[src/rtl/top_pkg.sv]
// Shared definitions for the March C- memory self-test: controller states
// and the per-element march descriptor (direction, read/write values).
package top_pkg;

    typedef enum logic [2:0] {
        IDLE,
        M0,
        M1,
        M2,
        M3,
        M4,
        M5,
        DONE
    } state_t;

    // One march element: address direction plus optional read and write.
    typedef struct packed {
        logic up;         // 1: address 0..N-1, 0: address N-1..0
        logic has_read;   // element reads each address first
        logic rd_val;     // expected fill value of the read (0 or 1)
        logic has_write;  // element writes each address (after the read)
        logic wr_val;     // fill value written (0 or 1)
    } march_elem_t;

    // March C-: M0 up(w0); M1 up(r0,w1); M2 up(r1,w0);
    //           M3 down(r0,w1); M4 down(r1,w0); M5 up(r0).
    function automatic march_elem_t march_elem(input state_t s);
        march_elem_t e;
        case (s)
            M0:      e = '{up: 1'b1, has_read: 1'b0, rd_val: 1'b0, has_write: 1'b1, wr_val: 1'b0};
            M1:      e = '{up: 1'b1, has_read: 1'b1, rd_val: 1'b0, has_write: 1'b1, wr_val: 1'b1};
            M2:      e = '{up: 1'b1, has_read: 1'b1, rd_val: 1'b1, has_write: 1'b1, wr_val: 1'b0};
            M3:      e = '{up: 1'b0, has_read: 1'b1, rd_val: 1'b0, has_write: 1'b1, wr_val: 1'b1};
            M4:      e = '{up: 1'b0, has_read: 1'b1, rd_val: 1'b1, has_write: 1'b1, wr_val: 1'b0};
            M5:      e = '{up: 1'b1, has_read: 1'b1, rd_val: 1'b0, has_write: 1'b0, wr_val: 1'b0};
            default: e = '{up: 1'b1, has_read: 1'b0, rd_val: 1'b0, has_write: 1'b0, wr_val: 1'b0};
        endcase
        return e;
    endfunction

    // Element sequencing; the last element hands over to DONE.
    function automatic state_t march_next(input state_t s);
        state_t n;
        case (s)
            M0:      n = M1;
            M1:      n = M2;
            M2:      n = M3;
            M3:      n = M4;
            M4:      n = M5;
            M5:      n = DONE;
            default: n = s;
        endcase
        return n;
    endfunction

endpackage

[src/rtl/bist_ram.sv]
// N x data_width RAM under test: synchronous write, combinational read,
// contents not reset. Build macro TOP_FAULT_INJECT_EN makes bit 0 of
// address 0 read stuck-at-1.
module bist_ram #(
    parameter int data_width = 4,
    parameter int ad_width   = 4
) (
    input  logic                  clk,
    input  logic                  we,
    input  logic [ad_width-1:0]   addr,
    input  logic [data_width-1:0] wdata,
    output logic [data_width-1:0] rdata
);

    localparam int unsigned DEPTH = 1 << ad_width;

    logic [data_width-1:0] mem_q [DEPTH];

    // Storage write port.
    always_ff @(posedge clk) begin
        if (we) begin
            mem_q[addr] <= wdata;
        end
    end

`ifdef TOP_FAULT_INJECT_EN
    // Read port with a stuck-at-1 cell at address 0, bit 0.
    always_comb begin
        rdata = mem_q[addr];
        if (addr == '0) begin
            rdata[0] = 1'b1;
        end
    end
`else
    // Fault-free read port.
    always_comb begin
        rdata = mem_q[addr];
    end
`endif

endmodule

[src/rtl/top.sv]
// March C- memory BIST: controller, read comparator and done/fail flags
// around one bist_ram instance. Build macro TOP_FAULT_INJECT_EN (handled in
// bist_ram) plants a stuck-at-1 fault so the fail path can be exercised.
module top
    import top_pkg::*;
#(
    parameter int data_width = 4,
    parameter int ad_width   = 4
) (
    input  logic clk,
    input  logic rst,
    input  logic start,
    output logic fail,
    output logic done
);

    localparam logic [ad_width-1:0] ADDR_MAX = '1;

    state_t                state_q;
    logic [ad_width-1:0]   addr_q;
    logic                  phase_q;   // 0: read slot, 1: write slot of a r/w pair
    logic                  mism_q;    // registered compare result of the last read
    logic                  done_q;
    logic                  fail_q;

    march_elem_t           elem;
    march_elem_t           nxt_elem;
    state_t                nxt_state;
    logic                  we;
    logic                  rd_en;
    logic                  op_last;
    logic                  addr_last;
    logic [data_width-1:0] wdata;
    logic [data_width-1:0] exp_word;
    logic [data_width-1:0] rdata;

    // Decode the current element and slot into one RAM operation.
    always_comb begin
        elem      = march_elem(state_q);
        nxt_state = march_next(state_q);
        nxt_elem  = march_elem(nxt_state);
        rd_en     = elem.has_read  && (!elem.has_write || !phase_q);
        we        = elem.has_write && (!elem.has_read  ||  phase_q);
        op_last   = !(elem.has_read && elem.has_write) || phase_q;
        addr_last = elem.up ? (addr_q == ADDR_MAX) : (addr_q == '0);
        wdata     = {data_width{elem.wr_val}};
        exp_word  = {data_width{elem.rd_val}};
    end

    bist_ram #(
        .data_width (data_width),
        .ad_width   (ad_width)
    ) u_ram (
        .clk   (clk),
        .we    (we),
        .addr  (addr_q),
        .wdata (wdata),
        .rdata (rdata)
    );

    // Controller FSM with registered compare, sticky fail and done level.
    always_ff @(posedge clk or posedge rst) begin
        if (rst) begin
            state_q <= IDLE;
            addr_q  <= '0;
            phase_q <= 1'b0;
            mism_q  <= 1'b0;
            done_q  <= 1'b0;
            fail_q  <= 1'b0;
        end else begin
            mism_q <= rd_en && (rdata != exp_word);
            fail_q <= fail_q | mism_q;
            case (state_q)
                IDLE, DONE: begin
                    if (start) begin
                        state_q <= M0;
                        addr_q  <= '0;
                        phase_q <= 1'b0;
                        mism_q  <= 1'b0;
                        done_q  <= 1'b0;
                        fail_q  <= 1'b0;
                    end else if (state_q == DONE) begin
                        // Raised one edge after entry so the final M5 compare lands first.
                        done_q <= 1'b1;
                    end
                end
                default: begin
                    if (op_last) begin
                        phase_q <= 1'b0;
                        if (addr_last) begin
                            state_q <= nxt_state;
                            addr_q  <= nxt_elem.up ? '0 : ADDR_MAX;
                        end else begin
                            addr_q  <= elem.up ? addr_q + ad_width'(1) : addr_q - ad_width'(1);
                        end
                    end else begin
                        phase_q <= 1'b1;
                    end
                end
            endcase
        end
    end

    assign done = done_q;
    assign fail = fail_q;

endmodule

[config.mk]
export PLATFORM = sky130hd
export DESIGN_NAME = top
export DESIGN_NICKNAME = d
export VERILOG_FILES = /design/src/rtl/top_pkg.sv /design/src/rtl/bist_ram.sv /design/src/rtl/top.sv
export SDC_FILE = /design/constraint.sdc
export NUM_CORES = 1
export LEC_CHECK = 0
export CORE_MARGIN = 10
export CORE_UTILIZATION = 50
export CTS_CLUSTER_SIZE = 12
export DETAILED_ROUTE_END_ITERATION = 16
export PLACE_DENSITY_LB_ADDON = 0.15
export RECOVER_POWER = 25
export SLEW_MARGIN = 15
export SYNTH_ARGS = -nofsm -noshare
export SYNTH_HDL_FRONTEND = slang
export SYNTH_HIERARCHICAL = 1
export SYNTH_SLANG_ARGS = --single-unit
[constraint.sdc]
create_clock -name clk -period 2.2 [get_ports clk]
set_clock_uncertainty 0.1 [all_clocks]
set_input_delay 0.44 -clock clk [delete_from_list [all_inputs] [get_ports clk]]
set_output_delay 0.44 -clock clk [all_outputs]
set_load 0.02 [all_outputs]
# Yosys cells after proc, flatten, opt, wreduce, memory -nomap -nowiden
# Memories as Yosys holds them, arrays and structs flattened.
# Cells that the tools add are included.
[classes]
n_addsub = 2
n_eq_ne = 16
mux = 25
n_bitwise = 1
reduce_logical = 20
[ops]
columns = ["op", "count"]
rows = [
  ["$pmux W5 S6", 2],
  ["$mux W4", 6],
  ["$eq A3 B3 Y1 const B", 7],
  ["$pmux W3 S6", 1],
  ["$eq A3 B2 Y1 const B", 4],
  ["$mux W1", 12],
  ["$mux W3", 4],
  ["$eq A3 B1 Y1 const B", 2],
  ["$reduce_bool A2 Y1", 3],
  ["$add A4 B1 Y4 const B", 1],
  ["$eq A4 B4 Y1 const B", 1],
  ["$logic_and A1 B1 Y1", 4],
  ["$logic_not A1 Y1", 4],
  ["$logic_not A4 Y1", 1],
  ["$ne A4 B4 Y1", 1],
  ["$reduce_and A2 Y1", 2],
  ["$sub A4 B1 Y4 const B", 1],
  ["$logic_not A3 Y1", 1],
  ["$logic_or A1 B1 Y1", 3],
  ["$reduce_and A3 Y1", 1],
  ["$ne A2 B2 Y1 const B", 1],
  ["$reduce_or A2 Y1", 1],
  ["$or A1 B1 Y1", 1],
]
[totals]
ff_bits = 11
ramBits = 64
inputBits = 3
output_inout_bits = 2
word_cells = 71
n_memories = 1
[memory_table]
columns = ["memory", "words", "width", "read_ports", "rd_clocked_by_memory_dff", "write_ports", "line", "text"]
rows = [
  ["u_ram.mem_q", 16, 4, 1, 0, 1, "bist_ram.sv:17", "logic [data_width-1:0] mem_q [DEPTH];"],
]

# Depth between registers and ports, before layout
[logic_depth]
ltp_word = 8
ltp_mapped = 9
mapped_depth_nobuf = 7

# By module
# Netlist, hierarchy kept.
[by_module_without_submodules]
columns = ["mod", "instances", "cells_per_inst", "area_per_inst_um2", "seq_area_each_um2"]
rows = [
  ["bist_ram", 1, 129, 2578.7, 1921.8],
  ["top", 1, 93, 845.8, 275.3],
]

# Least setup slack after synthesis
# No wires, ideal clock.
[synth_path]
kind = "flip-flop to flip-flop"
from = "reg state_q[2]"
to = "mem u_ram.mem_q[0][0], enable pin"
setup_time_ns = 0.361
arrival_ns = 1.911
required_time_ns = 1.739
path_slack_ns = -0.172
stages_incl_launch_ff = 7
n_path_buf = 2
period_less_slack_ns = 2.372
path_cell_list = "dfrtp_1 -> buf_4 -> buf_2 -> mux2i_1 -> o21ai_0 -> or3b_2 -> nor3_1"
[synth_via]
elab_chain_cells = 7
word_cells_on_any_way = 12
classes_between = "eq/ne: 6; mux: 3; reduce/logical: 3"
[synth_rtl]
columns = ["element", "line", "text"]
rows = [
  ["from (decl)", "top.sv:19", "state_t state_q;"],
  ["from (signal assigned)", "top.sv:91", "state_q <= nxt_state;"],
  ["$eq A3 B3 Y1, or another cell as far along", "top_pkg.sv:29", "case (s)"],
  ["$pmux W5 S6 *", "top_pkg.sv:29", ""],
  ["$logic_not A1 Y1", "top.sv:43", "we = elem.has_write && (!elem.has_read || phase_q);"],
  ["$logic_or A1 B1 Y1", "top.sv:43", ""],
  ["$logic_and A1 B1 Y1 *", "top.sv:43", ""],
  ["via we", "top.sv:29", "logic we;"],
  ["$mux W1 *", "bist_ram.sv:21", "if (we) begin"],
  ["$mux W1 (implied by the code) *", "bist_ram.sv:22", "mem_q[addr] <= wdata;"],
  ["to (decl)", "bist_ram.sv:17", ""],
]
# Mark *: on every way through the listed nets, which the timed path passes. The rest lies on a longest branch.

# Final worst setup path
[layout_path]
from = "reg phase_q"
to = "mem u_ram.mem_q[0][3], enable pin"
[layout_via]
elab_chain_cells = 4
[layout_rtl]
columns = ["element", "line", "text"]
rows = [
  ["from (decl)", "top.sv:21", "logic phase_q;"],
  ["from (signal assigned)", "top.sv:66", "phase_q <= 1'b0;"],
  ["from (signal assigned)", "top.sv:78", "phase_q <= 1'b0;"],
  ["from (signal assigned)", "top.sv:89", "phase_q <= 1'b0;"],
  ["$logic_or A1 B1 Y1", "top.sv:43", ""],
  ["$logic_and A1 B1 Y1", "top.sv:43", ""],
  ["via we", "top.sv:29", ""],
  ["$mux W1", "bist_ram.sv:21", ""],
  ["$mux W1 (implied by the code)", "bist_ram.sv:22", ""],
]
# The timed path passes the listed nets, and every way through them passes these cells.

==> impl_summary.log <==
[metrics] crit path buf inv count: 0
[metrics] total wire length: 6050 um
[metrics] maximum net fanout on the critical path: 5
[metrics] cell area power density: 1450 mW/mm^2
[metrics] crit start category: flip-flop
[metrics] Post-Synthesis Cell Area: 0.00342 mm^2
[metrics] dominant cell by count in the synthesized netlist: edfxtp_1
[metrics] crit-path max cell delay: 0.57 ns
[metrics] initial cell density of the core: 51.0%
[metrics] number of nets produced by synthesis: 227
[metrics] Global Route Usage Sum: 12.1%
[metrics] Crit. End Element: flip-flop
[metrics] horizontal die dimension: 103 um
[metrics] Routed WL per cell: 18.5 um
[metrics] I/O pin total: 5
[metrics] worst hold path type: reg -> reg
[metrics] max-capacitance violation count: 0
[metrics] initial DRC count: 176
[metrics] Area contributors post-synth: edfxtp_1, dfrtp_1, mux4_2
[metrics] Top Family by Delay on Critical Path: simple AND/OR/NAND/NOR gates
[metrics] final global-route overflow total: 0
[metrics] clock-pin transition on the worst setup and hold timing paths: 0.08 ns
[metrics] vias in the first global route: 1890
[metrics] Die Ht: 103 um
[metrics] n_diodes: 0
[metrics] DPL Wire Length: 4170 um
[metrics] fillers: 522
[metrics] number of design rule violations left after detail routing: 0
[metrics] final weighted congestion of routability-driven global placement: 0.870
[metrics] placement row count: 30
[metrics] quantity of hold-fixing buffers added after cts: 0
[metrics] Worst Hold Margin: 0.439 ns
[metrics] slew margin rel.: 65.8%
[metrics] final clock period utilization by the worst path: 101%
[metrics] fin cells: 327
[metrics] post-synthesis average cell area: 15.4 um^2
[metrics] transition time at the pin with the least slew margin: 0.513 ns
[metrics] critical-path cell with the highest stage delay: or3b_2
[metrics] Leak Pwr: 1.30 nW
[metrics] count of input and output buffers: 4
[metrics] portion of synthesized cell area occupied by the leading cell type: 56.1%
[metrics] Period minus WS final: 2.22 ns
[metrics] pins over their slew limit: 0
[metrics] Clock Tree Buf Depth: 2
[metrics] area of the core: 0.00672 mm^2
[metrics] area overhead of the layout relative to synthesis: 11.5%
[metrics] setup repair after global routing missed its margin: true
[metrics] Syn Inst Count: 222
[metrics] # placed instances: 311
[metrics] CP cell instances: nor2b_1, nand2_1, o21ai_0, or3b_2, nor3_2
[metrics] Setup-failing EPs final: 4
[metrics] share of layout cells above drive strength 1: 27.1%
[metrics] per-cell via count in the routed design: 5.92
[metrics] post-layout worst setup margin: -0.0162 ns
[metrics] combined area of the multi-input logic cells: 0.00114 mm^2
[metrics] placed cell areas: 0.00362 mm^2
[metrics] post-synthesis async set-or-reset flop share: 14.7%
[metrics] required time of the critical path: 2.11 ns
[metrics] Unique masters post-synth: 53
[metrics] first-pass GRT wire length: 9680 um
[metrics] category of the critical setup timing path: reg -> reg
[metrics] detailed-route via count: 1937
[metrics] violated checks: negative setup slack
[metrics] number of nets in the finished design: 248
[metrics] root buffer cell: clkbuf_8
[metrics] share of synthesized area occupied by flip-flops and latches: 64.2%
[metrics] Synth Flop Type: edfxtp_1
[metrics] total non-filler cell area in the finished layout: 0.00382 mm^2
[metrics] iteration count of the initial detailed-routing pass: 4
[metrics] number of flops mapped to enable cells by yosys: 64
[metrics] clk_lat worst skew: 0.34 ns
[metrics] sequential cell area: 0.00220 mm^2
[metrics] result of the run: complete, but fails checks
[metrics] data arrival time at the worst-slack endpoint: 2.12 ns
[metrics] Hold Fails Final Rpt: 0
[metrics] top cell types by occurrence after synthesis: edfxtp_1, nor2_1, nand2_1
[metrics] Syn. warnings: 6
[metrics] antenna violations before repair: 0
[metrics] CTS buffer count: 9
[metrics] Worst IR Drop VDD: 0.000690 V
[metrics] TritonCTS clock tree: built
[metrics] highest achievable clock rate: 451 MHz
[metrics] setup total negative slack: -0.0600 ns
[metrics] area of the die: 0.0106 mm^2
[metrics] htree depth: 3
[metrics] largest net degree at the start of global routing: 65
[metrics] post-route antenna net violation count: 0
[metrics] number of register bits inferred by synthesis: 75
[metrics] sinks on the clock net: 75
[metrics] Synth area leader: edfxtp_1
## layout make-up
cell class | count | area share (%)
clock buffers | 9 | 3.24
well taps | 80 | 2.62
repair buffers | 24 | 5.28
flip-flops and latches | 75 | 57.6
inverters | 4 | 0.524
multi-input cells | 129 | 29.9
clock inverters | 6 | 0.885
## flip-flops by register name, summed over array words and instances, names as in the netlist
register / cells
fail: 1
u_ram/mem_q: 64
state_q: 3
addr_q: 4
done: 1
mism_q: 1
phase_q: 1
## report_power, final
group          internal, mW  switching (mW)
registers              1.96           0.174
clock network         0.392           0.473
logic                  1.14            1.39
total                  3.49            2.04
## stage by stage
stage	power (mW)	worst slack, ns	util [%]
5_1_grt	5.88	-0.157	56.8
4_1_cts	5.44	0.000162	56.3
3_5_place_dp	4.56	-0.0366	53.9
3_3_place_gp	4.47	0.0109	53.9
2_1_floorplan	3.98	0.00573	-
6_report	5.52	-0.0162	56.8
## worst reg2reg max path, stage by stage, from the launching register on
cell and delay, ns:
dfrtp_1 0.41, nor2b_1 0.24, nand2_1 0.09, o21ai_0 0.16
or3b_2 0.57, nor3_2 0.31
## path summary, 6_finish.rpt
kind / startpoint / end / slack (ns) / depth (start not counted)
worst max-delay path: phase_q / u_ram/mem_q[0][3] / -0.02 / 5
min in group asynchronous: rst / state_q[2] / 0.45 / 2
worst max register to register: phase_q / u_ram/mem_q[0][3] / -0.02 / 5
max in group asynchronous: rst / addr_q[0] / 1.20 / 2
worst min-delay path: mism_q / fail / 0.44 / 2
worst min register to register: mism_q / fail / 0.44 / 2
## routing by layer
| layer | global-route usage (%) | share of wire, % | vias to the layer above | wire length (um) |
|---|---|---|---|---|
| li1 | - | - | 909 | - |
| met1 | 14.6 | 42 | 972 | 2550 |
| met2 | 19.9 | 52 | 47 | 3150 |
| met3 | 3.15 | 4.2 | 9 | 252 |
| met4 | 5.67 | 1.7 | 0 | 104 |
| met5 | 0 | 0 | - | 0 |
## layout by cell type, fill, tap and decap left out, types with 3 or more instances in the layout
master          n
nor2b_1         4
a22o_1          4
nor3_1          6
buf_4          12
nand3_1         6
a22oi_2         3
nand2_1        14
mux4_2         12
nand3_2         3
nand3b_1        3
clkbuf_8        9
mux4_1          4
dlygate4sd3_1   3
nor2_2          3
nor2_1         21
nand2b_1        3
inv_1           3
a21oi_1         4
edfxtp_1       64
dfrtp_1        10
buf_6           3
nand4_1         3
clkinv_2        3
## repair_timing
| action | 4_1_cts | 5_1_grt |
|---|---|---|
| endpoints found under the setup margin | 1 | 13 |
| pin swaps | 0 | 3 |
| gates resized for setup | 1 | 14 |
| setup buffers | 0 | 1 |
## cells by family after synthesis
logic type      count (synthesis)  share of synthesized area, %
fa+ha+maj                       3                          1.06
compound gates                 32                          7.49
mux                            18                          12.1
buf+inv                        18                          3.51
flops                          75                          64.2
xor+xnor                        3                         0.987
simple gates                   73                          10.7
Power figures use the tool's default switching activity.
